===== src/rtl/pll_lock_supervisor.sv =====
// PLL lock supervisor: drives the PLL reset, qualifies the synchronised LOCK over a stable
// window, and releases a registered fabric reset. Lock-loss and timeout events are counted.
module pll_lock_supervisor #(
  parameter int unsigned STABLE_CYCLES  = 1024,
  parameter int unsigned HOLD_CYCLES    = 64,
  parameter int unsigned TIMEOUT_CYCLES = 200000,
  parameter int unsigned PLL_RST_CYCLES = 16,
  parameter int unsigned CNT_W          = 8
) (
  input  logic             clk,
  input  logic             rst_n,
  input  logic             locked,
  input  logic             clr_stats,
  output logic             pll_rst,
  output logic             rst_out_n,
  output logic             ready,
  output logic [CNT_W-1:0] loss_cnt,
  output logic [CNT_W-1:0] timeout_cnt
);

  localparam int unsigned TmoW  = $clog2(TIMEOUT_CYCLES + 1);
  localparam int unsigned StabW = $clog2(STABLE_CYCLES + 1);
  localparam int unsigned HoldW = $clog2(HOLD_CYCLES + 1);
  localparam int unsigned PrstW = $clog2(PLL_RST_CYCLES + 1);

  localparam logic [TmoW-1:0]  TmoLast  = TmoW'(TIMEOUT_CYCLES - 1);
  localparam logic [StabW-1:0] StabLast = StabW'(STABLE_CYCLES - 1);
  localparam logic [HoldW-1:0] HoldLast = HoldW'(HOLD_CYCLES - 1);
  localparam logic [PrstW-1:0] PrstLast = PrstW'(PLL_RST_CYCLES - 1);

  typedef enum logic [2:0] {
    StResetPll = 3'd0,
    StWaitLock = 3'd1,
    StQualify  = 3'd2,
    StRun      = 3'd3,
    StHold     = 3'd4
  } state_e;

  state_e           state_q, state_d;
  logic             lk_m_q, lk_s_q;
  logic [TmoW-1:0]  tmo_q, tmo_d;
  logic [StabW-1:0] stab_q, stab_d;
  logic [HoldW-1:0] hold_q, hold_d;
  logic [PrstW-1:0] prst_q, prst_d;
  logic [CNT_W-1:0] loss_q, loss_d, tcnt_q, tcnt_d;
  logic             pll_rst_q, pll_rst_d, run_q, run_d;
  logic             loss_inc, tmo_inc;

  // State, timers, counters, synchroniser and registered outputs.
  always_ff @(posedge clk or negedge rst_n) begin
    if (!rst_n) begin
      state_q   <= StResetPll;
      lk_m_q    <= 1'b0;
      lk_s_q    <= 1'b0;
      tmo_q     <= '0;
      stab_q    <= '0;
      hold_q    <= '0;
      prst_q    <= '0;
      loss_q    <= '0;
      tcnt_q    <= '0;
      pll_rst_q <= 1'b1;
      run_q     <= 1'b0;
    end else begin
      state_q   <= state_d;
      lk_m_q    <= locked;
      lk_s_q    <= lk_m_q;
      tmo_q     <= tmo_d;
      stab_q    <= stab_d;
      hold_q    <= hold_d;
      prst_q    <= prst_d;
      loss_q    <= loss_d;
      tcnt_q    <= tcnt_d;
      pll_rst_q <= pll_rst_d;
      run_q     <= run_d;
    end
  end

  // Timers default to zero so each one starts cleared on entry to the state that uses it.
  always_comb begin
    state_d  = state_q;
    tmo_d    = '0;
    stab_d   = '0;
    hold_d   = '0;
    prst_d   = '0;
    loss_inc = 1'b0;
    tmo_inc  = 1'b0;
    case (state_q)
      StResetPll: begin
        if (prst_q >= PrstLast) begin
          state_d = StWaitLock;
        end else begin
          prst_d = prst_q + 1'b1;
        end
      end
      StWaitLock: begin
        tmo_d = tmo_q + 1'b1;
        if (lk_s_q) begin
          state_d = StQualify;
        end else if (tmo_q >= TmoLast) begin
          state_d = StResetPll;
          tmo_inc = 1'b1;
        end
      end
      StQualify: begin
        // The timeout window spans WAIT_LOCK and QUALIFY, so a flapping lock still expires.
        tmo_d  = tmo_q + 1'b1;
        stab_d = stab_q + 1'b1;
        if (tmo_q >= TmoLast) begin
          state_d = StResetPll;
          tmo_inc = 1'b1;
        end else if (!lk_s_q) begin
          state_d = StWaitLock;
        end else if (stab_q >= StabLast) begin
          state_d = StRun;
        end
      end
      StRun: begin
        if (!lk_s_q) begin
          state_d  = StHold;
          loss_inc = 1'b1;
        end
      end
      StHold: begin
        hold_d = hold_q + 1'b1;
        if (hold_q >= HoldLast) begin
          state_d = StResetPll;
        end
      end
      default: state_d = StResetPll;
    endcase
  end

  // Saturating event counters; clear wins over a same-cycle increment.
  always_comb begin
    loss_d = loss_q;
    tcnt_d = tcnt_q;
    if (clr_stats) begin
      loss_d = '0;
      tcnt_d = '0;
    end else begin
      if (loss_inc && (loss_q != '1)) loss_d = loss_q + 1'b1;
      if (tmo_inc && (tcnt_q != '1)) tcnt_d = tcnt_q + 1'b1;
    end
  end

  // Outputs decoded from the next state so they switch on the same edge as the state.
  always_comb begin
    pll_rst_d = (state_d == StResetPll);
    run_d     = (state_d == StRun);
  end

  assign pll_rst     = pll_rst_q;
  assign rst_out_n   = run_q;
  assign ready       = run_q;
  assign loss_cnt    = loss_q;
  assign timeout_cnt = tcnt_q;

endmodule


===== config.mk =====
export PLATFORM = sky130hd
export DESIGN_NAME = pll_lock_supervisor
export DESIGN_NICKNAME = d
export VERILOG_FILES = /design/src/rtl/pll_lock_supervisor.sv
export SDC_FILE = /design/constraint.sdc
export NUM_CORES = 1
export LEC_CHECK = 0
export ABC_AREA = 1
export BUFFER_PORTS_ARGS = -buffer_cell sky130_fd_sc_hd__buf_2
export CAP_MARGIN = 0
export CORE_MARGIN = 5
export CORE_UTILIZATION = 34
export DETAILED_ROUTE_END_ITERATION = 12
export HOLD_SLACK_MARGIN = 0.1
export RECOVER_POWER = 100
export REMOVE_ABC_BUFFERS = 1
export SLEW_MARGIN = 20
export SYNTH_ARGS = -nofsm -noshare
export SYNTH_HDL_FRONTEND = slang
export SYNTH_SLANG_ARGS = --single-unit

===== constraint.sdc =====
create_clock -name clk -period 1.7 [get_ports clk]
set_input_delay 0 -clock clk [delete_from_list [all_inputs] [get_ports clk]]
set_output_delay 0 -clock clk [all_outputs]
set_load 0.01 [all_outputs]

==> impl_metrics.env, run 1 <==
export IMPL_pwr_share_clk=0.335
export IMPL_drc=0
export IMPL_yosysUniqueCellTypes=37
export IMPL_layoutNonFillerInstCount=602
export IMPL_fin_tns_setup_ns=0
export IMPL_grt_total_usage=0.1254
export IMPL_worstPathMaxFanout=5
export IMPL_synth_flop_cell="dfrtp_1"
export IMPL_gp_congestion=0.8330
export IMPL_finClkSkew_ns=0.01336
export IMPL_async_flop_share=1.000
export IMPL_p_int_mw=2.688
export IMPL_combPwrFrac=0.223
export IMPL_cts_sinks=64
export IMPL_post_route_cells_drive_above_1_share=0.1151
export IMPL_yosys_warnings=0
export IMPL_postRouteWirelength_um=6753
export IMPL_worst_pin_slew_ns=1.274
export IMPL_cap_violations=0
export IMPL_status="completed"
export IMPL_final_common_cell="nand2_1"
export IMPL_critPathKind="flop to flop"
export IMPL_cts_buffers=9
export IMPL_vias=2760
export IMPL_wl_met1_um=3199
export IMPL_die_area_mm2=0.01203
export IMPL_cts_root_buf="clkbuf_8"
export IMPL_wire_per_inst_um=11.22
export IMPL_nets=475
export IMPL_port_buffers=22
export IMPL_relSlewSlack=0.1505
export IMPL_htree_levels=3
export IMPL_core_area_mm2=0.009729
export IMPL_rsz0062_at_grt="true"
export IMPL_antenna_cells=0
export IMPL_grt_pass1_wl_um=11870
export IMPL_p_sw_mw=1.302
export IMPL_pwr_share_seq=0.442
export IMPL_min_period_ns=1.582
export IMPL_top_layer="met4"
export IMPL_dr_pass1_iters=4
export IMPL_setup_ws_ns=0.1176
export IMPL_grt_max_degree=30
export IMPL_yosysSeqAreaShare=0.4744
export IMPL_antenna_found_initial=0
export IMPL_route_met3_wl_um=142
export IMPL_clock_latency_ns=0.35
export IMPL_avgSynthCellArea_um2=7.949
export IMPL_grt_pass1_vias=2735
export IMPL_netlist_area_mm2=0.003378
export IMPL_worstPathCellList="ha_1 -> nand2_1 -> inv_1 -> a31oi_1 -> a21oi_1 -> nor3_1"
export IMPL_cts_tree="built"
export IMPL_hold_class="primary input to flop"
export IMPL_hold_slack_ns=0.2986
export IMPL_rows=36
export IMPL_start_util=0.3472
export IMPL_wl_met2_um=3265
export IMPL_first_iter_violations=89
export IMPL_ios=23
export IMPL_die_w_um=109.7
export IMPL_dp_cells=583
export IMPL_maxSlewViolCount=0
export IMPL_max_freq_mhz=632.0
export IMPL_worstSetupEndpointType="flop"
export IMPL_worstPathRequired_ns=1.96
export IMPL_viasPerCell=4.585
export IMPL_place_ws_ns=0.09969
export IMPL_syn2layout_area_growth_pct=15.85
export IMPL_worstSetupStartpointType="flop"
export IMPL_switching_share=0.3263
export IMPL_slowest_stage="dfrtp_1"
export IMPL_cts_max_path_buffers=2
export IMPL_overflow=0
export IMPL_ys_ff_latch=64
export IMPL_worstPathArrival_ns=1.84
export IMPL_peakVddDrop_mv=0.4568
export IMPL_finalCritPeriodShare=0.9308
export IMPL_synth_edf_count=0
export IMPL_leakagePower_nw=1.830
export IMPL_hpwlAfterDp_um=4969
export IMPL_final_cell_mix="83 x nand2_1, 71 x nor2_1, 63 x dfrtp_1"
export IMPL_hold_violations=0
export IMPL_ant_nets=0
export IMPL_cts_clk_slew_worst_paths_ns=0.07
export IMPL_synth_cells=425
export IMPL_fill_cells=1013
export IMPL_power_density_mw_per_mm2=1019
export IMPL_fp_dieH_um=109.7
export IMPL_slowest_delay_ns=0.42
export IMPL_setup_violations_final=0
==> cell type report <==
class | count | area (um2) | share of cell area
clock buffers | 13 | 158.9 | 0.04060
repair buffers | 32 | 173.9 | 0.04444
multi-input cells | 296 | 1535 | 0.3923
inverters | 61 | 236.5 | 0.06042
flip-flops and latches | 64 | 1603 | 0.4095
clock inverters | 3 | 40.04 | 0.01023
well taps | 133 | 166.4 | 0.04252
==> sequential cells by signal, summed over array words and instances (netlist names) <==
register / cells
tmo_q: 18
ready: 1
timeout_cnt: 8
prst_q: 5
hold_q: 7
loss_cnt: 8
lk_m_q: 1
pll_rst: 1
stab_q: 11
state_q: 3
lk_s_q: 1
==> cell families after synthesis <==
| group | after synthesis | synth area share |
|---|---|---|
| AND/OR/NAND/NOR | 229 | 0.3130 |
| buffers and inverters | 65 | 0.07741 |
| adder cells (fa/ha/maj) | 7 | 0.02592 |
| XOR/XNOR | 10 | 0.02593 |
| AO/OA/AOI/OAI | 50 | 0.08334 |
| flip-flops | 64 | 0.4744 |
==> synth_stat cells, types with 2 or more instances <==
master	n	area (um2)
buf_4	2	15.01
buf_2	2	10.01
xnor2_1	2	17.52
nand2_1	82	307.8
a31oi_1	3	18.77
o21ai_0	17	85.08
o21a_1	2	15.01
nand2_2	4	25.02
nor3_1	8	40.04
inv_2	3	11.26
nand3_1	30	150.1
inv_1	56	210.2
nor2_4	2	22.52
dfrtp_1	63	1577
o21ai_1	2	10.01
nor2_2	6	37.54
xor2_1	8	70.07
nand4_1	10	62.56
nand3b_1	5	37.54
nor2_1	74	277.8
a21oi_1	21	105.1
ha_1	7	87.58
and3_1	2	12.51
==> routing by layer <==
metal / track usage / vias up
li1: - / 1437
met1: 0.1518 / 1283
met2: 0.2049 / 29
met3: 0.02760 / 11
met4: 0.07302 / 0
met5: 0 / -
==> path summary, 6_finish.rpt <==
path	from	end	slack (ns)	cells after the start
setup reg to reg	loss_cnt[0]	loss_cnt[2]	0.12	6
hold reg to reg	lk_m_q	lk_s_q	0.35	0
min in group asynchronous	rst_n	stab_q[5]	0.45	2
hold / removal	locked	lk_m_q	0.30	2
setup / recovery	loss_cnt[0]	loss_cnt[2]	0.12	6
max in group asynchronous	rst_n	tmo_q[5]	0.36	3
==> worst max-delay path: cells and delay by family, from the launching register on <==
family | cells | cell delay (ns)
buf+inv | 1 | 0.07
simple gates | 2 | 0.30
compound gates | 2 | 0.46
flops | 1 | 0.42
fa+ha+maj | 1 | 0.23
==> power by group through the flow <==
| stage | Clock (mW) | Combinational [mW] | Sequential [mW] |
|---|---|---|---|
| after CTS | 1.38 | 0.897 | 1.76 |
| after global routing | 1.43 | 1.03 | 1.78 |
| final | 1.34 | 0.890 | 1.76 |
| after detailed placement | 0 | 0.884 | 1.79 |
| after floorplan | 0 | 0.644 | 1.77 |
| after global placement | 0 | 0.878 | 1.78 |
==> what timing repair did <==
action | CTS | global route
resized for setup | 0 | 9
endpoints found under the hold margin | 53 | 0
hold buffers | 3 | 0
buffers inserted | 0 | 0
endpoints found under the setup margin | 0 | 13
==> per-stage QoR <==
stage	instance area, um2	util	power, mW
final	3914	0.4023	3.990
after global routing	3914	0.4023	4.242
after floorplan	3353	-	2.413
after global placement	3695	0.3798	2.661
after detailed placement	3695	0.3798	2.672
after CTS	3924	0.4033	4.035
Power figures use the tool's default switching activity.
==> run 2, diff against run 1 <==
Settings changed: CTS_BUF_LIST from default to sky130_fd_sc_hd__clkbuf_16.
==> run 2 against run 1 <==
  * Worst setup slack improved by 0.0083 ns
  * Wire length about the same
  * Global-route usage decreased by 0.14 points
  * Non-clock buffer count is the same
  * Count of clock-buffer cells in the layout is 4 lower
  * Power rose by 10%
  * Hold slack improved by 0.022 ns
  * Critical endpoint unchanged
==> impl_metrics.env, run 2 (synthesis gave the netlist of run 1 again) <==
export IMPL_status="completed"
export IMPL_viasPerCell=4.596
export IMPL_nets=475
export IMPL_syn2layout_area_growth_pct=18.67
export IMPL_fp_dieH_um=109.7
export IMPL_wire_per_inst_um=11.21
export IMPL_leakagePower_nw=1.889
export IMPL_die_w_um=109.7
export IMPL_max_freq_mhz=635.3
export IMPL_cts_tree="built"
export IMPL_rows=36
export IMPL_vias=2767
export IMPL_cts_max_path_buffers=2
export IMPL_worstPathArrival_ns=1.81
export IMPL_antenna_found_initial=0
export IMPL_cap_violations=0
export IMPL_worst_pin_slew_ns=1.292
export IMPL_finalCritPeriodShare=0.9259
export IMPL_cts_root_buf="clkbuf_16"
export IMPL_cts_buffers=9
export IMPL_core_area_mm2=0.009729
export IMPL_ios=23
export IMPL_cts_clk_slew_worst_paths_ns=0.06
export IMPL_grt_total_usage=0.1240
export IMPL_grt_pass1_vias=2757
export IMPL_worstSetupEndpointType="flop"
export IMPL_grt_pass1_wl_um=11890
export IMPL_port_buffers=22
export IMPL_antenna_cells=0
export IMPL_setup_violations_final=0
export IMPL_fin_area_mm2=0.004009
export IMPL_worstPathMaxFanout=5
export IMPL_overflow=0
export IMPL_hp_start="locked"
export IMPL_setup_worst_path_start="loss_cnt[0]"
export IMPL_dpl_cell_area_mm2=0.003695
export IMPL_drc=0
export IMPL_first_iter_violations=96
export IMPL_postRouteWirelength_um=6747
export IMPL_dr_pass1_iters=4
export IMPL_htree_levels=3
export IMPL_clock_latency_ns=0.33
export IMPL_reg_top3="tmo_q: 18 flops, stab_q: 11 flops"
export IMPL_worstPathRequired_ns=1.93
export IMPL_finClkSkew_ns=0.01184
export IMPL_fill_cells=1007
export IMPL_grt_max_degree=30
export IMPL_rsz0062_at_grt="true"
export IMPL_largest_reg_flops=18
export IMPL_final_common_cell="nand2_1"
export IMPL_critPathKind="flop to flop"
export IMPL_final_cell_mix="82 x nand2_1, 70 x nor2_1, 63 x dfrtp_1"
export IMPL_peakVddDrop_mv=0.6861
export IMPL_hold_class="primary input to flop"
export IMPL_largest_register="tmo_q"
export IMPL_cts_sinks=64
export IMPL_die_area_mm2=0.01203
export IMPL_post_route_cells_drive_above_1_share=0.1237
export IMPL_maxSlewViolCount=0
export IMPL_power_density_mw_per_mm2=1096
export IMPL_hpwlAfterDp_um=4969
export IMPL_ant_nets=0
export IMPL_timing_rr_start="loss_cnt[0]"
export IMPL_min_period_ns=1.574
export IMPL_gp_congestion=0.8330
export IMPL_worstSetupStartpointType="flop"
export IMPL_relSlewSlack=0.1389
export IMPL_post_cts_buffers=0
export IMPL_start_util=0.3472
export IMPL_hold_violations=0
export IMPL_hold_slack_ns=0.3202
==> run 2: path summary, 6_finish.rpt <==
kind / slack (ns) / cells past startpoint / end
worst max-delay path: 0.13 / 6 / loss_cnt[2]
max in group asynchronous: 0.33 / 3 / hold_q[4]
worst min register to register: 0.35 / 0 / lk_s_q
worst max register to register: 0.13 / 6 / loss_cnt[2]
min in group asynchronous: 0.49 / 2 / stab_q[5]
worst min-delay path: 0.32 / 2 / lk_m_q
==> run 2: repair_timing <==
item,in CTS,in global routing
setup endpoints to repair,0,11
hold endpoints to repair,46,0
hold buffers,3,0
gates resized for setup,0,9
==> run 2: where the power goes <==
group          switching (mW)  total [mW]  internal, mW
Clock                   0.623        1.73          1.11
Sequential              0.108        1.76          1.66
Combinational           0.606       0.899         0.293
Total                    1.34        4.39          3.05
==> run 2: routing by layer <==
metal / up-vias / share of wire / global-route usage / wire, um
li1: 1441 / - / - / -
met1: 1285 / 0.47 / 0.1532 / 3169
met2: 29 / 0.49 / 0.2053 / 3316
met3: 12 / 0.020 / 0.02584 / 132
met4: 0 / 0.019 / 0.06144 / 129
met5: - / 0 / 0 / 0
==> run 2: worst max-delay path, cell delays in order, from the launching register on <==
cell	delay, ns
dfrtp_1	0.41
ha_1	0.23
nand2_1	0.12
inv_1	0.07
a31oi_1	0.35
a21oi_1	0.11
nor3_1	0.18
==> run 2: stage by stage <==
step / std cells / util / TNS (ns) / power, mW / worst slack [ns]
after floorplan: 421 / - / 0 / 2.413 / 0.2022
after global placement: 583 / 0.3798 / 0 / 2.661 / 0.1301
after detailed placement: 583 / 0.3798 / 0 / 2.672 / 0.09969
after CTS: 602 / 0.4117 / 0 / 4.437 / 0.08118
after global routing: 602 / 0.4120 / -0.03292 / 4.670 / -0.02203
final: 602 / 0.4120 / 0 / 4.392 / 0.1259
==> run 2: cell type report <==
type	count	area, um2	area share
Sequential cell	64	1603	0.3998
Multi-Input combinational cell	296	1545	0.3855
Timing Repair Buffer	32	177.7	0.04432
Clock inverter	7	55.05	0.01373
Tap cell	133	166.4	0.04151
Inverter	61	236.5	0.05899
Clock buffer	9	225.2	0.05618
